==> src/rtl/core_input_sched_pkg.sv <==
// rtl/core_input_sched_pkg.sv - shared widths, defaults and FSM encoding for the input scheduler
package core_input_sched_pkg;

    // blk_op is BLK_OP_MSB+1 bits wide
    localparam int BLK_OP_MSB     = 1;
    localparam int SEQ_PERIOD_DEF = 176;
    localparam int BLK_WORDS      = 16;

    typedef enum logic [1:0] {
        ST_IDLE   = 2'd0,
        ST_SELECT = 2'd1,
        ST_LOAD   = 2'd2
    } sched_state_e;

endpackage

==> src/rtl/slot_rr_pick.sv <==
// rtl/slot_rr_pick.sv - combinational round-robin search for a free core input slot
//
// Ports:
//   core_ready_i  per-core ready nibbles, bit index {ctx,seq}, core i at [4i+3:4i]
//   rr_ptr_i      core the search starts from
//   found_o       some core has a free slot
//   core_o        first core at or after rr_ptr_i (mod N_CORES) with a free slot
//   ctx_o, seq_o  lowest free {ctx,seq} slot within that core
module slot_rr_pick #(
    parameter int N_CORES = 4,
    parameter int IDX_W   = 2
) (
    input  logic [4*N_CORES-1:0] core_ready_i,
    input  logic [IDX_W-1:0]     rr_ptr_i,
    output logic                 found_o,
    output logic [IDX_W-1:0]     core_o,
    output logic                 ctx_o,
    output logic                 seq_o
);

    logic [3:0]   rdy [N_CORES];
    logic [IDX_W:0] cand;

    for (genvar g = 0; g < N_CORES; g++) begin : g_split
        assign rdy[g] = core_ready_i[4*g +: 4];
    end

    always_comb begin
        found_o = 1'b0;
        core_o  = '0;
        ctx_o   = 1'b0;
        seq_o   = 1'b0;
        cand    = '0;
        for (int k = 0; k < N_CORES; k++) begin
            // one extra bit so rr_ptr + k can exceed N_CORES-1 before wrapping
            cand = {1'b0, rr_ptr_i} + (IDX_W+1)'(k);
            if (cand >= (IDX_W+1)'(N_CORES)) begin
                cand = cand - (IDX_W+1)'(N_CORES);
            end
            if (!found_o && (rdy[cand[IDX_W-1:0]] != 4'b0000)) begin
                found_o = 1'b1;
                core_o  = cand[IDX_W-1:0];
                if (rdy[cand[IDX_W-1:0]][0]) begin
                    ctx_o = 1'b0; seq_o = 1'b0;
                end else if (rdy[cand[IDX_W-1:0]][1]) begin
                    ctx_o = 1'b0; seq_o = 1'b1;
                end else if (rdy[cand[IDX_W-1:0]][2]) begin
                    ctx_o = 1'b1; seq_o = 1'b0;
                end else begin
                    ctx_o = 1'b1; seq_o = 1'b1;
                end
            end
        end
    end

endmodule

==> src/rtl/core_input_sched.sv <==
// rtl/core_input_sched.sv - sync generator and block dispatcher for an array of sha512 cores
//
// Ports:
//   CLK, rst_n                 clock, synchronous active-low reset
//   start, ctx_num, seq_num    registered sync broadcast to all cores
//   in_valid/in_ready/in_data  upstream 64-bit word stream, word 0 first
//   in_blk_op, in_last         block op and end marker, meaningful on word 15
//   core_ready                 per-core free-slot nibbles {ctx,seq}
//   core_wr_en ... core_set_rdy  write port broadcast, one-hot core select
//   err_framing                sticky in_last misplacement flag
//   stat_blocks                dispatched block count
// Build option: SCHED_STAT_EN enables the stat_blocks counter; otherwise it reads 0.
module core_input_sched
    import core_input_sched_pkg::*;
#(
    parameter int N_CORES    = 4,
    parameter int SEQ_PERIOD = SEQ_PERIOD_DEF
) (
    input  logic                  CLK,
    input  logic                  rst_n,
    output logic                  start,
    output logic                  ctx_num,
    output logic                  seq_num,
    input  logic                  in_valid,
    output logic                  in_ready,
    input  logic [63:0]           in_data,
    input  logic [BLK_OP_MSB:0]   in_blk_op,
    input  logic                  in_last,
    input  logic [4*N_CORES-1:0]  core_ready,
    output logic [N_CORES-1:0]    core_wr_en,
    output logic [63:0]           core_din,
    output logic [3:0]            core_wr_addr,
    output logic [BLK_OP_MSB:0]   core_blk_op,
    output logic                  core_ctx,
    output logic                  core_seq,
    output logic                  core_set_rdy,
    output logic                  err_framing,
    output logic [31:0]           stat_blocks
);

    localparam int IDX_W = (N_CORES > 1) ? $clog2(N_CORES) : 1;
    localparam int CNT_W = $clog2(SEQ_PERIOD);

    // ---------------- sequencer ----------------
    logic [CNT_W-1:0] seq_cnt_q, seq_cnt_d;
    logic             seq_bit_q;
    logic             start_q, ctx_num_q, seq_num_q;
    logic             seq_wrap;

    assign seq_wrap  = (seq_cnt_q == CNT_W'(SEQ_PERIOD-1));
    assign seq_cnt_d = seq_wrap ? '0 : seq_cnt_q + CNT_W'(1);

    // outputs trail seq_cnt by one cycle; seq_bit_q flips on the wrap and
    // seq_num_q follows it so seq_num changes together with the start pulse
    always_ff @(posedge CLK) begin
        if (!rst_n) begin
            seq_cnt_q <= '0;
            seq_bit_q <= 1'b0;
            start_q   <= 1'b0;
            ctx_num_q <= 1'b0;
            seq_num_q <= 1'b0;
        end else begin
            seq_cnt_q <= seq_cnt_d;
            if (seq_wrap) begin
                seq_bit_q <= ~seq_bit_q;
            end
            start_q   <= (seq_cnt_q < CNT_W'(2));
            ctx_num_q <= seq_cnt_q[0];
            seq_num_q <= seq_bit_q;
        end
    end

    assign start   = start_q;
    assign ctx_num = ctx_num_q;
    assign seq_num = seq_num_q;

    // ---------------- dispatcher FSM ----------------
    sched_state_e     state_q, state_d;
    logic [IDX_W-1:0] rr_ptr_q, rr_ptr_d;
    logic [IDX_W-1:0] sel_core_q, sel_core_d;
    logic             sel_ctx_q, sel_ctx_d;
    logic             sel_seq_q, sel_seq_d;
    logic [3:0]       wcnt_q, wcnt_d;
    logic             err_q, err_d;

    logic             pick_found;
    logic [IDX_W-1:0] pick_core;
    logic             pick_ctx, pick_seq;

    slot_rr_pick #(
        .N_CORES (N_CORES),
        .IDX_W   (IDX_W)
    ) u_pick (
        .core_ready_i (core_ready),
        .rr_ptr_i     (rr_ptr_q),
        .found_o      (pick_found),
        .core_o       (pick_core),
        .ctx_o        (pick_ctx),
        .seq_o        (pick_seq)
    );

    always_ff @(posedge CLK) begin
        if (!rst_n) begin
            state_q    <= ST_IDLE;
            rr_ptr_q   <= '0;
            sel_core_q <= '0;
            sel_ctx_q  <= 1'b0;
            sel_seq_q  <= 1'b0;
            wcnt_q     <= '0;
            err_q      <= 1'b0;
        end else begin
            state_q    <= state_d;
            rr_ptr_q   <= rr_ptr_d;
            sel_core_q <= sel_core_d;
            sel_ctx_q  <= sel_ctx_d;
            sel_seq_q  <= sel_seq_d;
            wcnt_q     <= wcnt_d;
            err_q      <= err_d;
        end
    end

    always_comb begin
        state_d      = state_q;
        rr_ptr_d     = rr_ptr_q;
        sel_core_d   = sel_core_q;
        sel_ctx_d    = sel_ctx_q;
        sel_seq_d    = sel_seq_q;
        wcnt_d       = wcnt_q;
        err_d        = err_q;
        in_ready     = 1'b0;
        core_wr_en   = '0;
        core_din     = '0;
        core_wr_addr = '0;
        core_blk_op  = '0;
        core_ctx     = 1'b0;
        core_seq     = 1'b0;
        core_set_rdy = 1'b0;

        case (state_q)
            // one spare cycle lets the core's ready bits reflect the last write
            ST_IDLE: begin
                state_d = ST_SELECT;
            end
            ST_SELECT: begin
                if (pick_found) begin
                    sel_core_d = pick_core;
                    sel_ctx_d  = pick_ctx;
                    sel_seq_d  = pick_seq;
                    rr_ptr_d   = (pick_core == IDX_W'(N_CORES-1)) ? '0 : pick_core + IDX_W'(1);
                    wcnt_d     = '0;
                    state_d    = ST_LOAD;
                end
            end
            ST_LOAD: begin
                in_ready = 1'b1;
                if (in_valid) begin
                    core_wr_en[sel_core_q] = 1'b1;
                    core_din     = in_data;
                    core_wr_addr = wcnt_q;
                    core_ctx     = sel_ctx_q;
                    core_seq     = sel_seq_q;
                    wcnt_d       = wcnt_q + 4'd1;
                    // flagged only; the block still ends on word 15
                    if (in_last != (wcnt_q == 4'd15)) begin
                        err_d = 1'b1;
                    end
                    if (wcnt_q == 4'd15) begin
                        core_set_rdy = 1'b1;
                        core_blk_op  = in_blk_op;
                        state_d      = ST_IDLE;
                    end
                end
            end
            default: begin
                state_d = ST_IDLE;
            end
        endcase
    end

    assign err_framing = err_q;

    // ---------------- statistics ----------------
`ifdef SCHED_STAT_EN
    logic [31:0] stat_q;

    always_ff @(posedge CLK) begin
        if (!rst_n) begin
            stat_q <= '0;
        end else if (core_set_rdy) begin
            stat_q <= stat_q + 32'd1;
        end
    end

    assign stat_blocks = stat_q;
`else
    assign stat_blocks = 32'd0;
`endif

endmodule

==> config.mk <==
export PLATFORM = sky130hd
export DESIGN_NAME = core_input_sched
export DESIGN_NICKNAME = d
export VERILOG_FILES = /design/src/rtl/core_input_sched_pkg.sv /design/src/rtl/slot_rr_pick.sv /design/src/rtl/core_input_sched.sv
export SDC_FILE = /design/constraint.sdc
export NUM_CORES = 1
export LEC_CHECK = 0
export ABC_AREA = 0
export CORE_MARGIN = 1
export CORE_UTILIZATION = 34
export CTS_CLUSTER_SIZE = 25
export DETAILED_ROUTE_END_ITERATION = 10
export GPL_TIMING_DRIVEN = 0
export MAX_ROUTING_LAYER = met4
export PLACE_DENSITY = 0.83
export SETUP_SLACK_MARGIN = 0.5
export SYNTH_ARGS = -nofsm -noshare
export SYNTH_HDL_FRONTEND = slang
export SYNTH_SLANG_ARGS = --single-unit
==> constraint.sdc <==
create_clock -name CLK -period 3.3 [get_ports CLK]
set_clock_uncertainty 0.15 [all_clocks]
set_input_delay 0.33 -clock CLK [delete_from_list [all_inputs] [get_ports CLK]]
set_output_delay 0.33 -clock CLK [all_outputs]
set_load 0.03 [all_outputs]
Yosys cells after proc, flatten, opt, wreduce, memory -nomap -nowiden
Index checks and enable logic that the tools add are counted.
W data, S select, Z words.
{"block": "op_classes", "add_sub_neg": 10, "n_mul": 0, "n_div": 0, "magnitude_cmp": 11, "n_eq_ne": 9, "n_shift": 0, "mux": 79, "bitwise": 6, "reduce_logical": 18}
{"cell": "$mux W64", "n": 2}
{"cell": "$mux W4", "n": 14}
{"cell": "$mux W1", "n": 41}
{"cell": "$bmux W4 S2", "n": 4}
{"cell": "$mux W2", "n": 15}
{"cell": "$ge A3 B3 Y1 const B", "n": 7}
{"cell": "$reduce_bool A4 Y1", "n": 4}
{"cell": "$not A2 Y3", "n": 4}
{"cell": "$reduce_and A3 Y1", "n": 3}
{"cell": "$add A8 B1 Y8 const B", "n": 1}
{"cell": "$eq A8 B8 Y1 const B", "n": 1}
{"cell": "$lt A8 B2 Y1 const B", "n": 1}
{"cell": "$pmux W4 S2", "n": 1}
{"cell": "$sub A2 B1 Y2 const B", "n": 4}
{"cell": "$add A2 B2 Y3 const B", "n": 2}
{"cell": "$ne A2 B2 Y1 const B", "n": 3}
{"cell": "$pmux W2 S3", "n": 1}
{"cell": "$add A4 B1 Y4 const B", "n": 1}
{"cell": "$eq A2 B2 Y1 const B", "n": 2}
{"cell": "$eq A4 B4 Y1 const B", "n": 1}
{"cell": "$logic_and A1 B1 Y1", "n": 4}
{"cell": "$add A2 B1 Y3 const B", "n": 1}
{"cell": "$ge A2 B3 Y1 const B", "n": 1}
{"cell": "$logic_not A1 Y1", "n": 3}
{"cell": "other kinds (11)", "n": 12}
{"block": "word_totals", "regBits": 25, "latch_bits": 0, "mem_bits_rw": 0, "romBits": 0, "mem_count": 0}

Logic depth before layout (Yosys ltp)
{"block": "depth", "ltp_word": 19, "mapped_depth": 8, "depth_no_buf": 7}

Cells and area by module
A second synthesis with hierarchy kept.
{"block": "hier_totals", "cells_unflattened": 289, "hier_area_um2": 2473.6}
{"mod": "core_input_sched", "n_inst": 1, "cells_each": 227, "area_each_um2": 1771.7}
{"mod": "slot_rr_pick", "n_inst": 1, "cells_each": 62, "area_each_um2": 701.9}

Least setup slack after synthesis
Ideal clock, no wire load.
{"block": "synth_timing", "kind": "reg2reg", "start": "register with a tool-made name", "end": "register rr_ptr_q[1]", "setup_time_ns": 0.145, "arrival_time_ns": 2.425, "required_ns": 3.005, "path_slack_ns": 0.580, "stages_incl_launch_ff": 9, "n_path_buf": 2, "path_cell_list": "dfxtp_1 -> buf_6 -> buf_2 -> mux4_2 -> or4_1 -> nor4_1 -> nor4_2 -> xnor2_1 -> a21oi_1"}
{"element": "to (signal assigned)", "line": "core_input_sched.sv:113", "rtl": "rr_ptr_q <= rr_ptr_d;"}
{"element": "to (decl)", "line": "core_input_sched.sv:79", "rtl": "logic [IDX_W-1:0] rr_ptr_q, rr_ptr_d;"}

==> results.cfg <==
[outcome]
outcome = finished clean

[synth]
synth_seq_cells = 25
syn-cell-area_um2 = 2470
synth_flop_cell = dfxtp_1
seq_area_frac_synth_pct = 20.3
synth_top_area_share_pct = 20.3
synth_edf_count = 0
synth_commonest_cells = 73 x and3_1, 32 x buf_4, 25 x dfxtp_1
netlist_instances = 299
yosysWarnings = 0
syn_area_per_cell_um2 = 8.25
yosysMostFrequentCell = and3_1
yosys.area.top_type = dfxtp_1
synth.distinct_cells = 44
async_flop_share_pct = 0
synth_area_leaders = dfxtp_1 20%, and3_1 19%, mux4_2 13%, buf_4 9.7%, clkbuf_1 2.7%

[power]
ir_drop_v = 0.000247
p_sw_uw = 479
power.total_uw = 1230
cellPowerDensity_nw_per_um2 = 270
p_leak_uw = 0.00203
power_frac_seq_pct = 27.7
combPwrFrac_pct = 57.5
p_int_uw = 754
switching_share_pct = 38.8
clkPwrFrac_pct = 14.8

[place]
hpwlAfterDp_um = 7270
gp_congestion = 0.908
portBuffers = 166
place_ws_ps = 128
dp.cells = 592

[clocking]
clock-sinks = 25
root_buffer = clkbuf_8
insertion_delay_ps = 270
h-tree-depth = 1
cts_made_buffers = 3
clk_pin_slew_ps = 90
cts_tree = done
clk_path_buf_depth = 2

[timing]
setup-tns-final_ps = 0
max_freq_mhz = 360
setup_viol = 0
hold_viol_final = 0
fin_ws_ps = 523
tightest_slew_ps = 613
fin_crit_sh_pct = 84.2
maxSlewHeadroom_pct = 58.8
period_needed_ps = 2780
rsz0062_at_grt = yes
finalMaxSlewViolations = 0

[floorplanning]
io_pins = 200
dieArea_um2 = 7600
design.core.area_um2 = 6910
die_w_um = 87.2
start_util_pct = 35.7
die_y_um = 87.2
rows = 30

[drt]
ant_nets = 0
wl_per_cell_um = 14.6
vias = 2888
drt-initial-drc-count = 93
avgViaCountPerCell = 4.81
drt_pre_antenna_iters = 4
route.detailed.drc = 0
drt_wl_total_um = 8780

[critical_path]
reg2reg_slack_ps = 520
worstSetupEndpointType = flop
cpMaxStageDelayCell = or4_4
cp_max_fo = 10
crit_chain = buf_12 -> mux4_2 -> or4_4 -> buf_6 -> a2111oi_4 -> nor4_4 -> xnor2_1 -> a21oi_1
crit_type = flop to flop
reg2reg_to = rr_ptr_q[1]
startpoint_type = flop
required_ps = 3290
max_stage_delay_ps = 550
reg2reg_depth = 8
cp.arrival_ps = 2770

[global_routing]
met1_usage_pct = 26.8
grt_start_max_net_pins = 16
grt_use_met3_pct = 3.32
antenna_found_initial = 0
use_met2_pct = 37.8
grt_pass1_vias = 2547
busiest_layer = met2
track_usage_pct = 21.5
grt_first_pass_wirelength_um = 12700
grt_overflow_total = 0

[worst_hold_path]
hold-path-cell-count = 2
hp-start = sel_ctx_q
holdPathEnd = sel_ctx_q
hp-class = flop to flop

[finish]
drive_above_1_share_pct = 15.6
num-fill-cells = 603
nNetsFinal = 594
final_cells = 601
area_delta_synth_final_pct = 85.5
post-route-util_pct = 66.2
n_antenna_cell = 0

[job]
drv_cap = 0
[sequential cells by signal (all words and copies together), names as in the netlist, 2 cells and up, named ones only]
name,cells
wcnt_q,4
sel_core_q,2
state_q,2
seq_cnt_q,8
[layout by cell type, fill, tap and decap left out, types with 2 or more instances in the layout]
master	netlist	layout
ha_1	2	2
or4_4	0	2
clkdlybuf4s50_1	0	166
conb_1	1	32
buf_4	32	40
clkbuf_8	0	3
nor3_1	2	2
nor3b_1	2	2
xnor2_1	7	7
clkbuf_1	18	17
mux4_2	14	16
and3_1	73	73
inv_1	5	5
buf_6	1	2
dfxtp_1	25	23
nand2b_1	3	3
xor2_1	5	5
nor4_4	0	4
nor2_1	17	17
a21oi_1	8	8
nand2_1	13	13
o211a_1	2	2
nand3_1	7	7
nor2b_1	6	6
a211oi_1	2	2
a21boi_1	2	2
o21ai_0	7	7
and2_1	9	9
nor4_1	7	4
[layout make-up]
cell class | instances | area, um2 | area share (%)
sequential | 25 | 505 | 11.1
multi-input combinational | 243 | 1800 | 39.4
clock buffer | 3 | 41.3 | 0.903
tap | 96 | 120 | 2.63
timing repair buffer | 171 | 1700 | 37.1
clock inverter | 1 | 7.51 | 0.164
inverter | 6 | 23.8 | 0.520
buffer | 56 | 374 | 8.18
[routing by layer]
metal | wire length (um) | up-vias
met5 | 0 | -
met4 | 91 | 0
met3 | 634 | 10
met2 | 4520 | 118
met1 | 3530 | 1324
li1 | - | 1436
[kinds of logic after synthesis]
| logic type | count (synthesis) | share of synthesized area [%] |
|---|---|---|
| other | 1 | 0.152 |
| AOI/OAI and AO/OA | 33 | 9.29 |
| and+or+nand+nor | 148 | 35.2 |
| muxes | 16 | 14.9 |
| buffers and inverters | 62 | 14.9 |
| xor gates and xnor gates | 12 | 4.26 |
| DFF | 25 | 20.3 |
| adders and majority gates | 2 | 1.01 |
[power by group through the flow]
stage / logic [uW] / clock network [uW] / registers [uW]
floorplan: 411 / 0 / 347
global placement: 626 / 0 / 345
detailed placement: 633 / 0 / 346
CTS: 667 / 190 / 341
global route: 752 / 197 / 344
finish: 709 / 183 / 341
[critical path, delay by kind of cell (launching register included)]
family	cells	cell delay [ps]
AND/OR/NAND/NOR	2	650
multiplexers	1	540
AO/OA/AOI/OAI	2	470
flip-flops	1	380
buffers and inverters	2	300
XOR/XNOR	1	150
[through the flow]
stage | area, um2 | hold slack (ps)
after global routing | 4570 | 317
after CTS | 4500 | 305
after global placement | 4360 | 278
after detailed placement | 4360 | 292
after floorplan | 2580 | 268
final | 4570 | 300
[timing repair]
action	4_1_cts	5_1_grt
hold buffers	0	0
hold endpoints to repair	0	0
setup endpoints to repair	12	12
setup buffers	0	5
pin swaps	1	4
resized for setup	17	15
[worst max-delay path by stage]
| stage | start | end | slack, ps | cells after the start |
|---|---|---|---|---|
| finish | flop | rr_ptr_q[1] | 520 | 8 |
| global route | flop | rr_ptr_q[1] | 420 | 8 |
| CTS | rr_ptr_q[1] | rr_ptr_q[1] | 480 | 8 |
| detailed placement | core_ready[5] | rr_ptr_q[1] | 130 | 8 |
| global placement | core_ready[5] | rr_ptr_q[1] | 170 | 8 |
| floorplan | flop | rr_ptr_q[1] | 580 | 8 |
Power figures use the tool's default switching activity.
